--- config.mk ---
export PLATFORM = sky130hd
export DESIGN_NAME = unary_add_sched
export DESIGN_NICKNAME = d
export VERILOG_FILES = /design/src/rtl/ua_pkg.sv /design/src/rtl/ua_rr_arb.sv /design/src/rtl/unary_add_sched.sv
export SDC_FILE = /design/constraint.sdc
export NUM_CORES = 1
export LEC_CHECK = 0
export BUFFER_PORTS_ARGS = -buffer_cell sky130_fd_sc_hd__buf_2
export CORE_UTILIZATION = 30
export DETAILED_ROUTE_END_ITERATION = 10
export PLACE_DENSITY = 0.52
export SYNTH_ARGS = -nofsm -noshare
export SYNTH_HDL_FRONTEND = slang
export SYNTH_SLANG_ARGS = --single-unit
--- constraint.sdc ---
create_clock -name clk -period 5.2 [get_ports clk]
set_input_delay 0.78 -clock clk [delete_from_list [all_inputs] [get_ports clk]]
set_output_delay 0.78 -clock clk [all_outputs]
set_load 0.02 [all_outputs]
--- src/rtl/ua_pkg.sv ---
// Shared constants and types for the unary accumulator scheduler.
// Imported by the scheduler top and its round-robin arbiter.
package ua_pkg;

  localparam int UA_W = 7;

  typedef enum logic [1:0] {
    IDLE,
    FEED,
    DRAIN,
    RESP
  } ua_state_e;

endpackage

--- src/rtl/ua_rr_arb.sv ---
// Round-robin grant: first valid index at or after the pointer, wrapping.
// Purely combinational; the caller owns and advances the pointer.
module ua_rr_arb
  import ua_pkg::*;
#(
  parameter int NREQ = 2,
  parameter int ID_W = 1
) (
  input  logic [NREQ-1:0] valid_i,
  input  logic [ID_W-1:0] ptr_i,
  output logic [NREQ-1:0] gnt_o,
  output logic [ID_W-1:0] gnt_id_o,
  output logic            any_o
);

  logic found;

  always_comb begin
    gnt_o    = '0;
    gnt_id_o = '0;
    found    = 1'b0;
    for (int i = 0; i < NREQ; i++) begin
      if (!found && valid_i[(int'(ptr_i) + i) % NREQ]) begin
        found = 1'b1;
        gnt_o[(int'(ptr_i) + i) % NREQ] = 1'b1;
        gnt_id_o = ID_W'((int'(ptr_i) + i) % NREQ);
      end
    end
    any_o = found;
  end

endmodule

--- src/rtl/unary_add_sched.sv ---
// Shares one unary accumulator among NREQ requesters: feed a,b, drain, respond.
// Optional UA_SCHED_STATS_EN adds saturating job / overflow counters.
module unary_add_sched
  import ua_pkg::*;
#(
  parameter int NREQ = 2,
  parameter int W    = UA_W,
  parameter int ID_W = $clog2(NREQ)
) (
  input  logic              clk,
  input  logic              rst_n,
  input  logic [NREQ-1:0]   req_valid,
  input  logic [NREQ*W-1:0] req_a,
  input  logic [NREQ*W-1:0] req_b,
  output logic [NREQ-1:0]   req_ready,
  output logic              resp_valid,
  input  logic              resp_ready,
  output logic [ID_W-1:0]   resp_id,
  output logic [W-1:0]      resp_sum,
  output logic              resp_carry,
  output logic              busy,
`ifdef UA_SCHED_STATS_EN
  output logic [15:0]       stat_jobs,
  output logic [15:0]       stat_ovf,
`endif
  output logic              ua_en,
  output logic              ua_rw,
  output logic              ua_a,
  output logic              ua_b,
  input  logic              ua_dout,
  input  logic              ua_c
);

  ua_state_e       state_q;
  logic [W-1:0]    a_rem_q;
  logic [W-1:0]    b_rem_q;
  logic [ID_W-1:0] id_q;
  logic [W-1:0]    res_q;
  logic            carry_q;
  logic [ID_W-1:0] ptr_q;
  logic            first_q;

  logic [NREQ-1:0] gnt;
  logic [ID_W-1:0] gnt_id;
  logic            any;
  logic [ID_W-1:0] ptr_d;
  logic [W-1:0]    a_sel;
  logic [W-1:0]    b_sel;

  ua_rr_arb #(
    .NREQ(NREQ),
    .ID_W(ID_W)
  ) u_arb (
    .valid_i (req_valid),
    .ptr_i   (ptr_q),
    .gnt_o   (gnt),
    .gnt_id_o(gnt_id),
    .any_o   (any)
  );

  always_comb begin
    a_sel = req_a[int'(gnt_id)*W +: W];
    b_sel = req_b[int'(gnt_id)*W +: W];
    ptr_d = (int'(gnt_id) == NREQ - 1) ? '0 : gnt_id + ID_W'(1);
  end

  assign req_ready  = (state_q == IDLE) ? gnt : '0;
  assign busy       = (state_q != IDLE);
  assign ua_en      = (state_q == FEED) || (state_q == DRAIN);
  assign ua_rw      = (state_q == DRAIN);
  assign ua_a       = (state_q == FEED) && (a_rem_q != '0);
  assign ua_b       = (state_q == FEED) && (b_rem_q != '0);
  assign resp_valid = (state_q == RESP);
  assign resp_id    = id_q;
  assign resp_sum   = res_q;
  assign resp_carry = carry_q;

  always_ff @(posedge clk or negedge rst_n) begin
    if (!rst_n) begin
      state_q <= IDLE;
      a_rem_q <= '0;
      b_rem_q <= '0;
      id_q    <= '0;
      res_q   <= '0;
      carry_q <= 1'b0;
      ptr_q   <= '0;
      first_q <= 1'b0;
    end else begin
      unique case (state_q)
        IDLE: begin
          if (any) begin
            a_rem_q <= a_sel;
            b_rem_q <= b_sel;
            id_q    <= gnt_id;
            res_q   <= '0;
            carry_q <= 1'b0;
            ptr_q   <= ptr_d;
            first_q <= 1'b1;
            if (a_sel == '0 && b_sel == '0)
              state_q <= DRAIN;
            else
              state_q <= FEED;
          end
        end
        FEED: begin
          carry_q <= carry_q | ua_c;
          if (a_rem_q != '0)
            a_rem_q <= a_rem_q - W'(1);
          if (b_rem_q != '0)
            b_rem_q <= b_rem_q - W'(1);
          if (a_rem_q <= W'(1) && b_rem_q <= W'(1))
            state_q <= DRAIN;
        end
        DRAIN: begin
          // dout is registered: cycle 0 still shows the idle 0
          carry_q <= carry_q | ua_c;
          res_q   <= res_q + W'(ua_dout);
          first_q <= 1'b0;
          if (!first_q && !ua_dout)
            state_q <= RESP;
        end
        RESP: begin
          if (resp_ready)
            state_q <= IDLE;
        end
        default: state_q <= IDLE;
      endcase
    end
  end

`ifdef UA_SCHED_STATS_EN
  logic [15:0] jobs_q;
  logic [15:0] ovf_q;

  always_ff @(posedge clk or negedge rst_n) begin
    if (!rst_n) begin
      jobs_q <= '0;
      ovf_q  <= '0;
    end else if (resp_valid && resp_ready) begin
      if (jobs_q != 16'hFFFF)
        jobs_q <= jobs_q + 16'd1;
      if (carry_q && ovf_q != 16'hFFFF)
        ovf_q <= ovf_q + 16'd1;
    end
  end

  assign stat_jobs = jobs_q;
  assign stat_ovf  = ovf_q;
`endif

endmodule

==> flow_metrics.py <==
metrics = {
    "clocking": {
        "h-tree-depth": 1,
        "clockBufferDepth": 2,
        "insertion_delay_ns": 0.28,
        "cts_resized": 0,
        "post_cts_buffers": 0,
        "cts_buffers": 3,
        "cts_sinks": 27,
        "root_buffer": "clkbuf_8",
        "clk_pin_slew_ns": 0.10,
        "cts_tree": "yes",
        "ctsHoldBuffers": 0,
    },
    "pwr": {
        "leakagePower_nw": 1.13,
        "vdd_drop_max_uv": 378,
        "power_density_nw_per_um2": 543,
        "power_mw": 1.32,
    },
    "synth": {
        "synthesis.instances": 238,
        "synth.distinct_cells": 52,
        "yosys-top-cells-area": "dfrtp_1 (32%), ha_1 (7.2%), o31ai_1 (3.9%), a211oi_1 (3.6%), and3_1 (3.3%)",
        "yosysTopAreaCellShare_pct": 32.3,
        "synthArstFlopShare_pct": 100,
        "ys_ff_latch": 27,
        "synth-seq-area-share_pct": 32.3,
        "ys.flop_type": "dfrtp_1",
        "syn-num-nets": 285,
        "syn_area_sq_um": 2090,
        "avgSynthCellArea_sq_um": 8.78,
        "synth_warnings": 0,
        "yosysTopAreaCell": "dfrtp_1",
        "synth_edf_count": 0,
    },
    "sta": {
        "finalCriticalPeriod_ns": 2.57,
        "max-slew-margin-rel_pct": 54.2,
        "finalHoldViolations": 0,
        "maxSlewViolCount": 0,
        "setup-violations-final": 0,
        "setup_ws_ns": 2.63,
        "tightest_slew_ns": 0.688,
        "finalCritPeriodShare_pct": 49.4,
        "timing.hold.ws_ns": 0.484,
        "fin_setup_tns_ns": 0,
        "fmax_ghz": 0.389,
        "rsz0062_at_grt": "false",
        "clock_skew_ns": 0.00682,
    },
    "detailed_routing": {
        "initialDrtViolationCount": 112,
        "routed_via_density": 5.61,
        "num_vias": 2030,
        "drcViolationCount": 0,
        "dr.pass1.iters": 4,
        "drt-total-wl_microns": 6020,
        "ant_nets": 0,
        "routedWlPerCell_microns": 16.6,
    },
    "grt": {
        "grt_use_met2_pct": 27.6,
        "grtUsageTotal_pct": 17.6,
        "grt_max_degree": 28,
        "use_met3_pct": 2.24,
        "grt.overflow.total": 0,
        "grt_first_pass_wirelength_microns": 10200,
        "antenna_found_initial": 0,
        "busiest_layer": "met2",
        "grt_pass1_vias": 1976,
        "grt_use_met1_pct": 25.6,
    },
    "die": {
        "die_y_microns": 85.5,
        "start_util_pct": 30.9,
        "dieArea_sq_um": 7310,
        "fp-row-count": 30,
        "coreArea_sq_um": 6760,
        "die_x_microns": 85.5,
        "num_io_pins": 52,
    },
    "finish": {
        "antenna_cells": 0,
        "n_fill_cell": 738,
        "drive_gt1_share_pct": 26.6,
        "area_growth_syn_to_layout_pct": 16.6,
        "fin_cells": 362,
        "seqCellArea_sq_um": 676,
        "fin_nets": 330,
        "multi_input_area_sq_um": 1300,
    },
    "place": {
        "hpwlAfterDp_microns": 4620,
        "place_congestion": 0.839,
        "placed_cells": 358,
        "io_buffers": 51,
        "pre_cts_ws_ns": 2.68,
    },
    "worst_setup_path": {
        "crit_path_max_fanout": 25,
        "required_ns": 4.42,
        "path_cells": "inv_1 > ha_1 > buf_4 > inv_2 > a31oi_1 > buf_2",
        "endpoint_kind": "output port",
        "cp_data_arrival_time_ns": 1.79,
        "cpMaxStageDelayCell": "dfrtp_1",
        "worstSetupStartpointType": "flop",
        "path_class": "reg -> out",
        "crit_path_max_incr_delay_ns": 0.43,
    },
    "hold_path": {
        "min_path_type": "reg -> reg",
    },
    "status": {
        "outcome": "finished, final reports clean",
    },
    "run": {
        "maxCapViolations": 0,
    },
}
## critical path, delay by kind of cell, from the launching register on
kind	cells	cell delay, ns
adders and majority gates	1	0.14
buffers and inverters	4	0.74
AOI/OAI and AO/OA	1	0.19
DFF	1	0.43
## layout make-up
cell class	instances	share of cell area, %
clock buffers	3	1.69
clock inverters	1	0.205
inverters	15	2.31
multi-input cells	184	53.2
flip-flops and latches	27	27.7
well taps	80	4.11
repair buffers	52	10.8
## logic make-up (layout without fill, tap and decap cells)
| family | after synthesis | count (layout) | share of synthesized area (%) |
|---|---|---|---|
| flip-flops | 27 | 27 | 32.3 |
| adder cells (fa/ha/maj) | 12 | 12 | 7.18 |
| XOR/XNOR | 3 | 3 | 1.26 |
| AO/OA/AOI/OAI | 73 | 73 | 26.4 |
| AND/OR/NAND/NOR | 93 | 93 | 25.7 |
| multiplexers | 3 | 3 | 1.50 |
| buffers and inverters | 27 | 71 | 5.68 |
## per-stage QoR
| stage | cell area, sq um | utilization (%) |
|---|---|---|
| after floorplan | 2090 | - |
| after global placement | 2390 | 35.4 |
| after detailed placement | 2390 | 35.4 |
| after CTS | 2440 | 36.1 |
| after global routing | 2440 | 36.1 |
| final | 2440 | 36.1 |
## placed cells by master (no fill, tap or decap), types with 11 or more instances in the layout
master   instances
a21oi_1         12
and3_1          11
buf_2           51
dfrtp_1         27
ha_1            12
inv_1           14
nand2_1         14
nor2_1          13
o21ai_0         11
o31ai_1         11
## cells in the mapped netlist, types with 6 or more instances
library cell,n
o21ai_0,11
and4_1,6
nand2_1,14
and3_1,11
dfrtp_1,27
inv_1,14
or2_2,6
a21oi_1,12
nor2_1,13
nor4_1,7
a211oi_1,10
nor3_1,6
o31ai_1,11
nand3_1,10
ha_1,12
## state kept, by name, indices dropped and copies added, names as in the netlist
register    flops
a_rem_q         7
b_rem_q         7
first_q         1
ptr_q           1
resp_carry      1
resp_id         1
resp_sum        7
state_q         2
## routing by layer
layer  wire [microns]  part of all wire (%)
met1             2970                    49
met2             2790                    46
met3              214                   3.6
met4               51                  0.85
met5                0                     0
## power breakdown
group	internal, mW	switching, mW	leakage [nW]
combinational	0.308	0.496	0.771
clock	0.0539	0.0735	0.0255
sequential	0.297	0.0949	0.329
total	0.659	0.664	1.13
## final timing paths
path	slack, ns	endpoint	startpoint	cells past startpoint
setup reg to reg	2.87	b_rem_q[4]	state_q[1]	6
min in group asynchronous	0.53	b_rem_q[2]	rst_n	1
hold / removal	0.48	first_q	first_q	1
hold reg to reg	0.48	first_q	first_q	1
max in group asynchronous	4.23	b_rem_q[4]	rst_n	1
setup / recovery	2.63	ua_b	state_q[1]	6
Power figures use the tool's default switching activity.
